<file path="src/rtl/decode_pkg.sv">
// Shared decode-stage types: opcode encoding, MEM-class sub-operations
// and the control bundle handed to execute/mem.
package decode_pkg;

  typedef enum logic [1:0] {
    OP_R   = 2'b00,
    OP_MEM = 2'b01,
    OP_JMP = 2'b10,
    OP_NOP = 2'b11
  } opcode_e;

  localparam logic [1:0] SUB_ADDI = 2'b00;
  localparam logic [1:0] SUB_LD   = 2'b01;
  localparam logic [1:0] SUB_ST   = 2'b10;
  localparam logic [1:0] SUB_WR3  = 2'b11;

  typedef struct packed {
    logic reg_write;
    logic mem_read;
    logic mem_write;
    logic mem_to_reg;
    logic pc_src;
  } ctrl_t;

endpackage

</file>
<file path="src/rtl/decode_regfile.sv">
// NUM_REGS x DATA_W register file, two read ports and one write port;
// a same-cycle write is forwarded to the read ports.
module decode_regfile #(
  parameter int DATA_W   = 8,
  parameter int NUM_REGS = 4,
  localparam int AW      = $clog2(NUM_REGS)
) (
  input  logic              clk_i,
  input  logic              rst_ni,
  input  logic              we_i,
  input  logic [AW-1:0]     waddr_i,
  input  logic [DATA_W-1:0] wdata_i,
  input  logic [AW-1:0]     raddr1_i,
  input  logic [AW-1:0]     raddr2_i,
  output logic [DATA_W-1:0] rdata1_o,
  output logic [DATA_W-1:0] rdata2_o
);

  logic [DATA_W-1:0] regs_q [NUM_REGS];

  always_ff @(posedge clk_i or negedge rst_ni) begin
    if (!rst_ni) begin
      regs_q <= '{default: '0};
    end else if (we_i) begin
      regs_q[waddr_i] <= wdata_i;
    end
  end

  assign rdata1_o = (we_i && (waddr_i == raddr1_i)) ? wdata_i : regs_q[raddr1_i];
  assign rdata2_o = (we_i && (waddr_i == raddr2_i)) ? wdata_i : regs_q[raddr2_i];

endmodule

</file>
<file path="src/rtl/decode_stage.sv">
// Decode stage: field split, control generation, register read, busy
// scoreboard with RAW/WAW stall, and a valid/ready output register.
module decode_stage
  import decode_pkg::*;
#(
  parameter int  DATA_W   = 8,
  parameter int  NUM_REGS = 4,
  parameter int  IMM_W    = 2,
  localparam int REG_AW   = $clog2(NUM_REGS),
  localparam int INSTR_W  = 2 + 2*REG_AW + IMM_W
) (
  input  logic               clk,
  input  logic               rst_n,
  input  logic               in_valid,
  output logic               in_ready,
  input  logic [INSTR_W-1:0] instr,
  input  logic               wb_valid,
  input  logic [REG_AW-1:0]  wb_addr,
  input  logic [DATA_W-1:0]  wb_data,
  input  logic               flush,
  output logic               out_valid,
  input  logic               out_ready,
  output logic [DATA_W-1:0]  out_rd1,
  output logic [DATA_W-1:0]  out_rd2,
  output logic [REG_AW-1:0]  out_dest,
  output logic [IMM_W-1:0]   out_imm,
  output ctrl_t              out_ctrl
);

  opcode_e             op;
  logic [REG_AW-1:0]   rs, rt;
  logic [IMM_W-1:0]    imm;
  ctrl_t               ctrl;
  logic                use_rs, use_rt;
  logic [DATA_W-1:0]   rf_rd1, rf_rd2;
  logic [NUM_REGS-1:0] busy_q, busy_d, wb_mask, busy_eff;
  logic                hazard, accept;

  logic                out_valid_q, out_valid_d;
  logic [DATA_W-1:0]   rd1_q, rd1_d, rd2_q, rd2_d;
  logic [REG_AW-1:0]   dest_q, dest_d;
  logic [IMM_W-1:0]    imm_q, imm_d;
  ctrl_t               ctrl_q, ctrl_d;

  assign op  = opcode_e'(instr[INSTR_W-1 -: 2]);
  assign rs  = instr[INSTR_W-3 -: REG_AW];
  assign rt  = instr[IMM_W+REG_AW-1 -: REG_AW];
  assign imm = instr[IMM_W-1:0];

  // For the MEM class the rs field is a sub-opcode, not a register.
  always_comb begin
    ctrl   = '0;
    use_rs = 1'b0;
    use_rt = 1'b0;
    case (op)
      OP_R: begin
        ctrl.reg_write = 1'b1;
        use_rs         = 1'b1;
        use_rt         = 1'b1;
      end
      OP_MEM: begin
        case (rs)
          REG_AW'(SUB_ADDI): ctrl.reg_write = 1'b1;
          REG_AW'(SUB_LD): begin
            ctrl.reg_write  = 1'b1;
            ctrl.mem_read   = 1'b1;
            ctrl.mem_to_reg = 1'b1;
          end
          REG_AW'(SUB_ST): begin
            ctrl.mem_write = 1'b1;
            use_rt         = 1'b1;
          end
          REG_AW'(SUB_WR3): ctrl.reg_write = 1'b1;
          default: ctrl = '0;
        endcase
      end
      OP_JMP: ctrl.pc_src = 1'b1;
      OP_NOP: ctrl = '0;
    endcase
  end

  always_comb begin
    wb_mask = '0;
    if (wb_valid) wb_mask[wb_addr] = 1'b1;
  end

  assign busy_eff = busy_q & ~wb_mask;
  assign hazard   = in_valid & ((use_rs & busy_eff[rs]) | (use_rt & busy_eff[rt]) |
                                (ctrl.reg_write & busy_eff[rt]));
  assign in_ready = ~hazard & (~out_valid_q | out_ready) & ~flush;
  assign accept   = in_valid & in_ready;

  decode_regfile #(
    .DATA_W   (DATA_W),
    .NUM_REGS (NUM_REGS)
  ) u_regfile (
    .clk_i    (clk),
    .rst_ni   (rst_n),
    .we_i     (wb_valid),
    .waddr_i  (wb_addr),
    .wdata_i  (wb_data),
    .raddr1_i (rs),
    .raddr2_i (rt),
    .rdata1_o (rf_rd1),
    .rdata2_o (rf_rd2)
  );

  // Order matters: wb clear, then flush release, then accept set (set wins).
  always_comb begin
    busy_d = busy_eff;
    if (flush && out_valid_q && ctrl_q.reg_write) busy_d[dest_q] = 1'b0;
    if (accept && ctrl.reg_write) busy_d[rt] = 1'b1;
  end

  always_comb begin
    out_valid_d = out_valid_q;
    rd1_d       = rd1_q;
    rd2_d       = rd2_q;
    dest_d      = dest_q;
    imm_d       = imm_q;
    ctrl_d      = ctrl_q;
    if (flush) begin
      out_valid_d = 1'b0;
    end else if (accept) begin
      out_valid_d = 1'b1;
      rd1_d       = rf_rd1;
      rd2_d       = rf_rd2;
      dest_d      = rt;
      imm_d       = imm;
      ctrl_d      = ctrl;
    end else if (out_ready) begin
      out_valid_d = 1'b0;
    end
  end

  always_ff @(posedge clk or negedge rst_n) begin
    if (!rst_n) begin
      busy_q      <= '0;
      out_valid_q <= 1'b0;
      rd1_q       <= '0;
      rd2_q       <= '0;
      dest_q      <= '0;
      imm_q       <= '0;
      ctrl_q      <= '0;
    end else begin
      busy_q      <= busy_d;
      out_valid_q <= out_valid_d;
      rd1_q       <= rd1_d;
      rd2_q       <= rd2_d;
      dest_q      <= dest_d;
      imm_q       <= imm_d;
      ctrl_q      <= ctrl_d;
    end
  end

  assign out_valid = out_valid_q;
  assign out_rd1   = rd1_q;
  assign out_rd2   = rd2_q;
  assign out_dest  = dest_q;
  assign out_imm   = imm_q;
  assign out_ctrl  = ctrl_q;

endmodule

</file>
<file path="config.mk">
export PLATFORM = sky130hd
export DESIGN_NAME = decode_stage
export DESIGN_NICKNAME = d
export VERILOG_FILES = /design/src/rtl/decode_pkg.sv /design/src/rtl/decode_regfile.sv /design/src/rtl/decode_stage.sv
export SDC_FILE = /design/constraint.sdc
export NUM_CORES = 1
export LEC_CHECK = 0
export ABC_AREA = 1
export CAP_MARGIN = 20
export CELL_PAD_IN_SITES_DETAIL_PLACEMENT = 0
export CELL_PAD_IN_SITES_GLOBAL_PLACEMENT = 2
export CORE_ASPECT_RATIO = 1.4
export CORE_MARGIN = 4
export CORE_UTILIZATION = 25
export DETAILED_ROUTE_END_ITERATION = 8
export PLACE_DENSITY_LB_ADDON = 0.1
export SLEW_MARGIN = 25
export SYNTH_ARGS = -nofsm -noshare
export SYNTH_HDL_FRONTEND = slang
export SYNTH_SLANG_ARGS = --single-unit
</file>
<file path="constraint.sdc">
create_clock -name clk -period 2.6 [get_ports clk]
set_clock_uncertainty 0.15 [all_clocks]
set_input_delay 0.39 -clock clk [delete_from_list [all_inputs] [get_ports clk]]
set_output_delay 0.39 -clock clk [all_outputs]
set_load 0.05 [all_outputs]
</file>
## Yosys cells after proc, flatten, opt, wreduce, memory -nomap -nowiden

Cells that the tools add are included.

| storage, ports and cells | value |
|---|---|
| output and inout port bits | 27 |
| logic and storage cells | 103 |
| input port bits | 24 |
| register bits after elaboration | 62 |

| cells by class | value |
|---|---|
| order comparisons | 11 |
| bitwise logic cells | 21 |
| mux-type cells | 35 |
| reductions and logical operators | 14 |
| equal/unequal tests | 7 |

Operators with widths:

| kind | count |
|---|---|
| $mux W8 | 7 |
| $bmux W8 S2 | 2 |
| $bwmux W32 | 1 |
| $demux W8 S2 | 1 |
| $mux W1 | 13 |
| $lt A2 B3 Y1 const B | 4 |
| $mux W4 | 3 |
| $ge A3 B3 Y1 const B | 3 |
| $logic_and A1 B1 Y1 | 9 |
| $not A2 Y3 | 3 |
| $and A4 B4 Y4 | 2 |
| $not A4 Y4 | 2 |
| $and A1 B1 Y1 | 7 |
| $demux W1 S2 | 3 |
| $eq A2 B2 Y1 const B | 3 |
| $ge A2 B1 Y1 const B | 3 |
| $bmux W1 S2 | 2 |
| $eq A2 B1 Y1 const B | 2 |
| $eq A2 B2 Y1 | 2 |
| $logic_not A2 Y1 | 2 |
| $or A4 B4 Y4 | 1 |
| $pmux W1 S2 | 2 |
| $lt A3 B1 Y1 const B | 1 |
| $mux W3 | 1 |
| other kinds (5) | 9 |

## Logic depth before layout (Yosys ltp)

Gate-level depths: netlist (run 1).

| logic depth | value |
|---|---|
| depth after elaboration | 19 |
| mapped depth | 14 |
| mapped depth without buffers | 12 |

## By module

Synthesis (run 1) repeated with hierarchy kept, for this count alone.

| second synthesis, totals | value |
|---|---|
| cells, all modules | 520 |
| area total of the unflattened synthesis | 3632.2 sq um |

Modules (own cells, without submodules):

| module | seq. area each (sq um) | times used | area each (sq um) | cells an instance |
|---|---|---|---|---|
| decode_regfile | 800.8 | 1 | 2119.5 | 339 |
| decode_stage | 725.7 | 1 | 1512.7 | 181 |

## Worst setup path after synthesis (run 1)

OpenSTA, ideal clock, no wires.

| timing | value |
|---|---|
| path kind | input to output |
| from | in wb_addr[1] |
| to | out in_ready |
| slack | -49 ps |
| stages | 14 |
| data required time | 2060 ps |
| data arrival time | 2109 ps |
| path buffers | 3 |
| cell sequence | buf_2 nor2_1 nand2_2 nand2_1 nand2_1 nand2_1 inv_2 nand2_1 o21ai_1 nand2_2 buf_6 buf_6 nand2_1 nor2_1 |

| on the way | value |
|---|---|
| cells in the longest elaborated chain, start to end | 16 |
| elaborated cells on any way between the ends | 21 |
| classes of those cells | order compare (2); mux (7); bitwise (11); reduce/logical (1) |

RTL lines:

| item | RTL line | RTL |
|---|---|---|
| start, declared | decode_stage.sv:18 | `input logic [REG_AW-1:0] wb_addr,` |
| $lt A2 B3 Y1 (not written as such) / $ge A2 B1 Y1 (equally long branches) | decode_stage.sv:84 | `if (wb_valid) wb_mask[wb_addr] = 1'b1;` |
| $logic_and A1 B1 Y1 (not written as such) | decode_stage.sv:84 |  |
| $mux W1 (not written as such) | decode_stage.sv:84 |  |
| $demux W1 S2 * | decode_stage.sv:84 |  |
| $mux W4 * | decode_stage.sv:84 |  |
| $not A4 Y4 * | decode_stage.sv:87 | `assign busy_eff = busy_q & ~wb_mask;` |
| $and A4 B4 Y4 * | decode_stage.sv:87 |  |
| $bmux W1 S2 (on tied branches) | decode_stage.sv:88, decode_stage.sv:89 |  |
| $mux W1 (on tied branches) | decode_stage.sv:88, decode_stage.sv:89 |  |
| $and A1 B1 Y1 | decode_stage.sv:88 | `assign hazard = in_valid & ((use_rs & busy_eff[rs]) \| (use_rt & busy_eff[rt]) \|` |
| $or A1 B1 Y1 | decode_stage.sv:88 |  |
| $or A1 B1 Y1 * | decode_stage.sv:88 |  |
| $and A1 B1 Y1 * | decode_stage.sv:88 |  |
| $not A1 Y1 * | decode_stage.sv:90 | `assign in_ready = ~hazard & (~out_valid_q \| out_ready) & ~flush;` |
| $and A1 B1 Y1 * (2 in series) | decode_stage.sv:90 |  |
| end, declared | decode_stage.sv:15 | `output logic in_ready,` |

Mark *: on every way between the ends. The rest lies on a longest branch, timed or not. The select of a mux whose other input is x is not followed.

## Final worst setup path (run 1)

| timing | value |
|---|---|
| from | in instr[4] |
| to | out in_ready |

| on the way | value |
|---|---|
| cells in the longest elaborated chain, start to end | 10 |
| elaborated cells on any way between the ends | 20 |
| classes of those cells | eq/ne (3); mux (6); bitwise (9); reduce/logical (2) |

RTL lines:

| item | RTL line | RTL |
|---|---|---|
| start, declared | decode_stage.sv:16 | `input logic [INSTR_W-1:0] instr,` |
| $eq A2 B1 Y1, or another cell as far along | decode_stage.sv:62 | `case (rs)` |
| $reduce_or A3 Y1 (no line) / $mux W1 (equally long branches) | - |  |
| $mux W1 / $pmux W1 S2 (equally long branches) | decode_stage.sv:62, decode_stage.sv:55 |  |
| $pmux W1 S2 / $and A1 B1 Y1 (equally long branches) | decode_stage.sv:55, decode_stage.sv:88 |  |
| $and A1 B1 Y1 / $or A1 B1 Y1 (equally long branches) | decode_stage.sv:89, decode_stage.sv:88 |  |
| $or A1 B1 Y1 * | decode_stage.sv:88 |  |
| $and A1 B1 Y1 * | decode_stage.sv:88 |  |
| $not A1 Y1 * | decode_stage.sv:90 |  |
| $and A1 B1 Y1 * (2 in series) | decode_stage.sv:90 |  |

Marks and branches as above.

==> impl_metrics.json, run 1 <==
{
  "antenna_found_initial": 0,
  "clkTransAtPathRegs_ns": 0.05,
  "grt_pass1_wl_mm": 16.5,
  "final.setup.tns_ns": 0,
  "synth_cell_types": 24,
  "wl_met1_mm": 4.77,
  "cap_violations": 0,
  "portBuffers": 50,
  "avgSynthCellArea_um2": 7.83,
  "worst_ep_required_time_ns": 2.06,
  "drive_gt1_frac": 0.114,
  "path_cells": "clkdlybuf4s50_1 -> inv_1 -> nor2_2 -> nand2_1 -> nand3_1 -> o21ai_1 -> nand2_2 -> nand2_1 -> nor2_2 -> buf_12",
  "place_inst": 606,
  "hpwl_mm": 7.31,
  "ioPinCount": 51,
  "totalWireLength_mm": 10.4,
  "gr-total-overflow": 0,
  "preCtsSetupSlack_ns": 0.0746,
  "synth_warnings": 0,
  "finalSetupViolations": 0,
  "crit_slowest_cell": "clkdlybuf4s50_1",
  "final_antenna_net_count": 0,
  "finalPower_mw": 3.40,
  "worstSkewPairLatency_ns": 0.32,
  "crit_arrival_ns": 1.90,
  "crit_path_max_incr_delay_ns": 0.61,
  "design_area_mm2": 0.00427,
  "path_max_fanout": 5,
  "drt_iter0_markers": 233,
  "ff_latch_area_mm2": 0.00153,
  "p_switching_mw": 1.16,
  "die_y_um": 141,
  "setup_ws_ns": 0.156,
  "dr_wl_met3_um": 521,
  "grt_max_degree": 29,
  "ys_seq_elements": 61,
  "viasPerCell": 4.74,
  "worstSetupPathType": "input port to output pin",
  "irDropWorstVdd_mv": 0.258,
  "syn-num-nets": 429,
  "synthFlopType": "dfrtp_1",
  "die_x_um": 103,
  "die-area_mm2": 0.0146,
  "start_util": 0.256,
  "p_per_area_mw_per_mm2": 797,
  "clock_sinks": 61,
  "utilization": 0.345,
  "drv_slew": 0,
  "netlist_instances": 405,
  "final-hold-violation-count": 0,
  "synth_enable_flop_cells": 0,
  "comb_power_share": 0.279,
  "cts_root_buffer": "clkbuf_16",
  "startpoint_type": "input port",
  "cp-end-kind": "output pin",
  "power_frac_clock": 0.359,
  "drcViolationCount": 0,
  "holdWs_ns": 0.317,
  "htreeDepth": 3,
  "cts_tree": "built",
  "power_frac_seq": 0.362,
  "top_layer": "met4",
  "async_flop_share": 1.00,
  "crit_family": "buffers and inverters",
  "power.leakage_nw": 2.15,
  "finalNonFillerCells": 623,
  "tightest_slew_ns": 0.566,
  "p_sw_frac": 0.342,
  "grt_usage": 0.151,
  "vias": 2955,
  "firstDrtPassIters": 4,
  "grt_pass1_vias": 2829,
  "wl_met2_mm": 4.95,
  "cts.path.max_buffers": 2,
  "synth-seq-area-share": 0.481,
  "syn_area_mm2": 0.00317,
  "finalWeightedCongestion": 0.771,
  "postPlaceCellArea_mm2": 0.00394,
  "rows": 48,
  "min_period_over_period": 0.940,
  "power.internal_mw": 2.24,
  "antenna_cells": 0,
  "crit_buf_inv": 3,
  "clock.fmax_mhz": 409,
  "period_needed_ns": 2.44,
  "numCtsBuffers": 9,
  "status": "complete, no violations",
  "fin_nets": 492,
  "core-area_mm2": 0.0124,
  "timing.slew.headroom": 0.623,
  "rsz0062_at_grt": "no",
  "nFillCells": 1373,
  "area_growth_pct": 34.7,
  "wl_per_cell_um": 16.6,
  "hold_class": "flip-flop to flip-flop",
  "multi_input_area_mm2": 0.00143
}
[power by group through the flow]
stage / Combinational [mW] / Clock, mW / Sequential [mW]
6_report: 0.948 / 1.22 / 1.23
5_1_grt: 1.04 / 1.32 / 1.26
4_1_cts: 0.961 / 1.27 / 1.23
3_5_place_dp: 0.959 / 0 / 1.25
3_3_place_gp: 0.958 / 0 / 1.24
2_1_floorplan: 0.330 / 0 / 1.50
[cell usage after synthesis, types with 3 or more instances]
cell | n | area [um2]
a21oi_1 | 3 | 15.0
a22oi_1 | 32 | 240
buf_2 | 3 | 15.0
buf_4 | 5 | 37.5
clkbuf_1 | 9 | 33.8
dfrtp_1 | 61 | 1530
inv_1 | 25 | 93.8
nand2_1 | 170 | 638
nand3_1 | 4 | 20.0
nand3_2 | 4 | 40.0
nand4_1 | 26 | 163
nor2_1 | 5 | 18.8
nor2_2 | 5 | 31.3
o21ai_0 | 34 | 170
o21ai_1 | 3 | 15.0
o311ai_0 | 3 | 26.3
[worst min-delay path, cell delays in order, from the launching register on]
cell,delay [ns]
dfrtp_1,0.34
nand2_1,0.05
nand2_1,0.04
[area by class of cell]
cell class	instances	share of cell area
multi-input combinational	296	0.335
clock inverter	5	0.0138
sequential	61	0.357
timing repair buffer	72	0.166
inverter	28	0.0246
tap	150	0.0439
clock buffer	11	0.0592
[cell usage in the layout (no fill, tap or decap), types with 3 or more instances in the layout]
cell type and count:
nand3_2 4, dlymetal6s2s_1 4, dfrtp_1 61, clkbuf_16 9
o311ai_0 3, clkdlybuf4s50_1 44, nand4_1 26, buf_4 19
o21ai_1 3, nand3_1 4, nor2_1 4, a22oi_1 32
nor2_2 6, inv_1 25, buf_12 3, nand2_1 170
o21ai_0 34
[routing by layer]
metal	global-route usage	vias up
met5	0	-
met4	0.0348	0
met3	0.0290	6
met2	0.238	85
met1	0.213	1374
li1	-	1490
[state kept, by name, indices dropped and copies added, names as in the netlist]
| name | count |
|---|---|
| out_valid | 1 |
| out_rd1 | 8 |
| busy_q | 4 |
| out_ctrl | 4 |
| out_imm | 2 |
| out_rd2 | 8 |
| u_regfile.regs_q | 32 |
| out_dest | 2 |
[final timing paths]
path                                        start                                to  slack [ns]  cells after the start
setup / recovery                         instr[4]                          in_ready        0.16                     10
hold / removal             out_rd2[2]$_DFFE_PN0P_            out_rd2[2]$_DFFE_PN0P_        0.32                      2
min in group asynchronous                   rst_n           out_ctrl[2]$_DFFE_PN0P_        0.44                      2
max in group asynchronous                   rst_n  u_regfile.regs_q[19]$_DFFE_PN0P_        1.24                      3
setup reg to reg              busy_q[2]$_DFF_PN0_            out_rd1[3]$_DFFE_PN0P_        0.94                     10
hold reg to reg            out_rd2[2]$_DFFE_PN0P_            out_rd2[2]$_DFFE_PN0P_        0.32                      2
[timing repair]
item,in CTS,in global routing
hold endpoints to repair,20,0
gates resized for setup,0,4
setup endpoints to repair,0,1
buffers inserted,0,0
hold buffers,1,0
[kinds of logic (layout without fill, tap and decap cells)]
kind of cell           after synthesis  after routing  share of synthesized area
AO/OA/AOI/OAI                       76             76                      0.150
buffers and inverters               48            116                     0.0691
AND/OR/NAND/NOR                    218            218                      0.294
XOR/XNOR                             2              2                    0.00553
flip-flops                          61             61                      0.481
Note: power is estimated with default switching activity, not from simulation.
==> inputs of run 2 (changes only) <==
--- a/config.mk
+++ b/config.mk
@@ -13,6 +13,7 @@
 export CORE_MARGIN = 4
 export CORE_UTILIZATION = 25
 export DETAILED_ROUTE_END_ITERATION = 8
+export GPL_ROUTABILITY_DRIVEN = 0
 export PLACE_DENSITY_LB_ADDON = 0.1
 export SLEW_MARGIN = 25
 export SYNTH_ARGS = -nofsm -noshare
==> results of run 2 <==
Final layout, timing and power as in run 1 (identical DEF).
==> inputs of run 3 (changes only) <==
==> constraint.sdc (replaced) <==
create_clock -name clk -period 3.14 [get_ports clk]
set_clock_uncertainty 0.15 [all_clocks]
set_input_delay 0.471 -clock clk [delete_from_list [all_inputs] [get_ports clk]]
set_output_delay 0.471 -clock clk [all_outputs]
set_load 0.05 [all_outputs]
==> run 3 against run 2 <==
Effect of this change: hold slack got worse by 0.27 ns; worst setup slack improved by 0.25 ns; cell area fell by 1.8%; first-iteration DRC count fell by 35%; sequential power fell by 16%; flip-flop and latch count did not move; count of clock-buffer cells in the layout did not move; highest routed layer unchanged.
==> impl_metrics.json, run 3 (synthesized netlist as in run 1, its figures left out) <==
{
  "ioPinCount": 51,
  "final.setup.tns_ns": 0,
  "setup_ws_ns": 0.408,
  "cp-end-kind": "output pin",
  "irDropWorstVdd_mv": 0.246,
  "crit_slowest_cell": "clkdlybuf4s50_1",
  "die_x_um": 103,
  "timing.slew.headroom": 0.514,
  "startpoint_type": "input port",
  "die_y_um": 141,
  "period_needed_ns": 2.73,
  "postPlaceCellArea_mm2": 0.00389,
  "rows": 48,
  "final-hold-violation-count": 0,
  "tightest_slew_ns": 0.729,
  "p_sw_frac": 0.342,
  "postCtsHoldBufs": 0,
  "path_cells": "clkdlybuf4s50_1 -> nand3_2 -> nand2_1 -> inv_1 -> o21ai_1 -> o21ai_1 -> nand2_2 -> nand2_1 -> nor2_1 -> buf_12",
  "grt_usage": 0.152,
  "gr-total-overflow": 0,
  "layout_common_cells": "nand2_1 (170), dfrtp_1 (61), clkdlybuf4s50_1 (48)",
  "viasPerCell": 4.79,
  "drcViolationCount": 0,
  "clock.fmax_mhz": 366,
  "cts_resized": 0,
  "hold_class": "input port to async pin",
  "final_common_cell": "nand2_1",
  "htreeDepth": 3,
  "antenna_found_initial": 0,
  "largest_reg_flops": 32,
  "power_frac_seq": 0.366,
  "area_growth_pct": 32.3,
  "die-area_mm2": 0.0146,
  "worst_ep_required_time_ns": 2.52,
  "place_inst": 602,
  "drv_slew": 0,
  "holdWs_ns": 0.0449,
  "final_antenna_net_count": 0,
  "clock_sinks": 61,
  "portBuffers": 50,
  "drt_iter0_markers": 152,
  "preCtsSetupSlack_ns": 0.365,
  "cts_setup_buffers": 0,
  "worstSkewPairLatency_ns": 0.32,
  "numCtsBuffers": 9,
  "finalSetupViolations": 0,
  "worstSetupPathType": "input port to output pin",
  "clkTransAtPathRegs_ns": 0.05,
  "regMostFlops": "u_regfile.regs_q",
  "drive_gt1_frac": 0.103,
  "grt_pass1_wl_mm": 16.6,
  "comb_power_share": 0.277,
  "design_area_mm2": 0.00419,
  "path_max_fanout": 7,
  "crit_path_max_incr_delay_ns": 0.62,
  "fin_nets": 487,
  "min_period_over_period": 0.870,
  "p_per_area_mw_per_mm2": 668,
  "utilization": 0.339,
  "cts_tree": "built",
  "finalPower_mw": 2.80,
  "hpwl_mm": 7.30,
  "grt_pass1_vias": 2811,
  "antenna_cells": 0,
  "vias": 2957,
  "power.leakage_nw": 2.08,
  "finalNonFillerCells": 617,
  "grt_max_degree": 34,
  "rsz0062_at_grt": "no",
  "wl_per_cell_um": 17.0,
  "cts.path.max_buffers": 2,
  "cap_violations": 0,
  "p_switching_mw": 0.959,
  "power_frac_clock": 0.357,
  "crit_arrival_ns": 2.11,
  "power.internal_mw": 1.84,
  "totalWireLength_mm": 10.5,
  "core-area_mm2": 0.0124,
  "status": "complete, no violations",
  "start_util": 0.256,
  "cts_root_buffer": "clkbuf_16",
  "firstDrtPassIters": 4
}
run 3: cell count changes in the layout (fill, tap and decap cells not counted):
cell and change:
buf_12 -1, buf_4 -3, clkdlybuf4s50_1 +4, clkinv_2 +1, clkinv_4 -1, clkinvlp_4 -1, dlygate4sd3_1 -1, dlymetal6s2s_1 -4
nor2_1 +1, nor2_2 -1
run 3: power groups by stage:
stage	registers [mW]	logic [mW]	clock network [mW]
6_report	1.03	0.776	0.998
4_1_cts	1.03	0.786	1.04
3_5_place_dp	1.04	0.785	0
3_3_place_gp	1.04	0.780	0
2_1_floorplan	1.24	0.273	0
5_1_grt	1.04	0.848	1.08
run 3: critical path, delay by kind of cell:
kind / cells / cell delay, ns
buffers and inverters: 3 / 0.85
AND/OR/NAND/NOR: 5 / 0.55
AO/OA/AOI/OAI: 2 / 0.23
run 3: worst paths after layout:
| kind | startpoint | to | slack (ns) | cells past startpoint |
|---|---|---|---|---|
| setup / recovery | wb_addr[1] | in_ready | 0.41 | 10 |
| max in group asynchronous | rst_n | out_imm[1]$_DFFE_PN0P_ | 2.16 | 2 |
| hold reg to reg | out_imm[0]$_DFFE_PN0P_ | out_imm[0]$_DFFE_PN0P_ | 0.32 | 2 |
| min in group clk | out_imm[0]$_DFFE_PN0P_ | out_imm[0]$_DFFE_PN0P_ | 0.32 | 2 |
| hold / removal | rst_n | out_valid$_DFFE_PN0P_ | 0.04 | 1 |
| setup reg to reg | busy_q[3]$_DFF_PN0_ | out_rd1[4]$_DFFE_PN0P_ | 1.33 | 8 |
run 3: metal layers:
metal | routed length, um | vias to the layer above | GRT usage
met1 | 4880 | 1387 | 0.217
li1 | - | 1477 | -
met3 | 672 | 8 | 0.0359
met5 | 0 | - | 0
met4 | 82 | 0 | 0.0553
met2 | 4880 | 85 | 0.222
run 3: area by class of cell:
class                      count  area [um2]
multi-input combinational    296        1430
clock inverter                 4        47.5
timing repair buffer          67         646
tap                          150         188
sequential                    61        1530
inverter                      28         105
clock buffer                  11         253
fill                        1334        8180
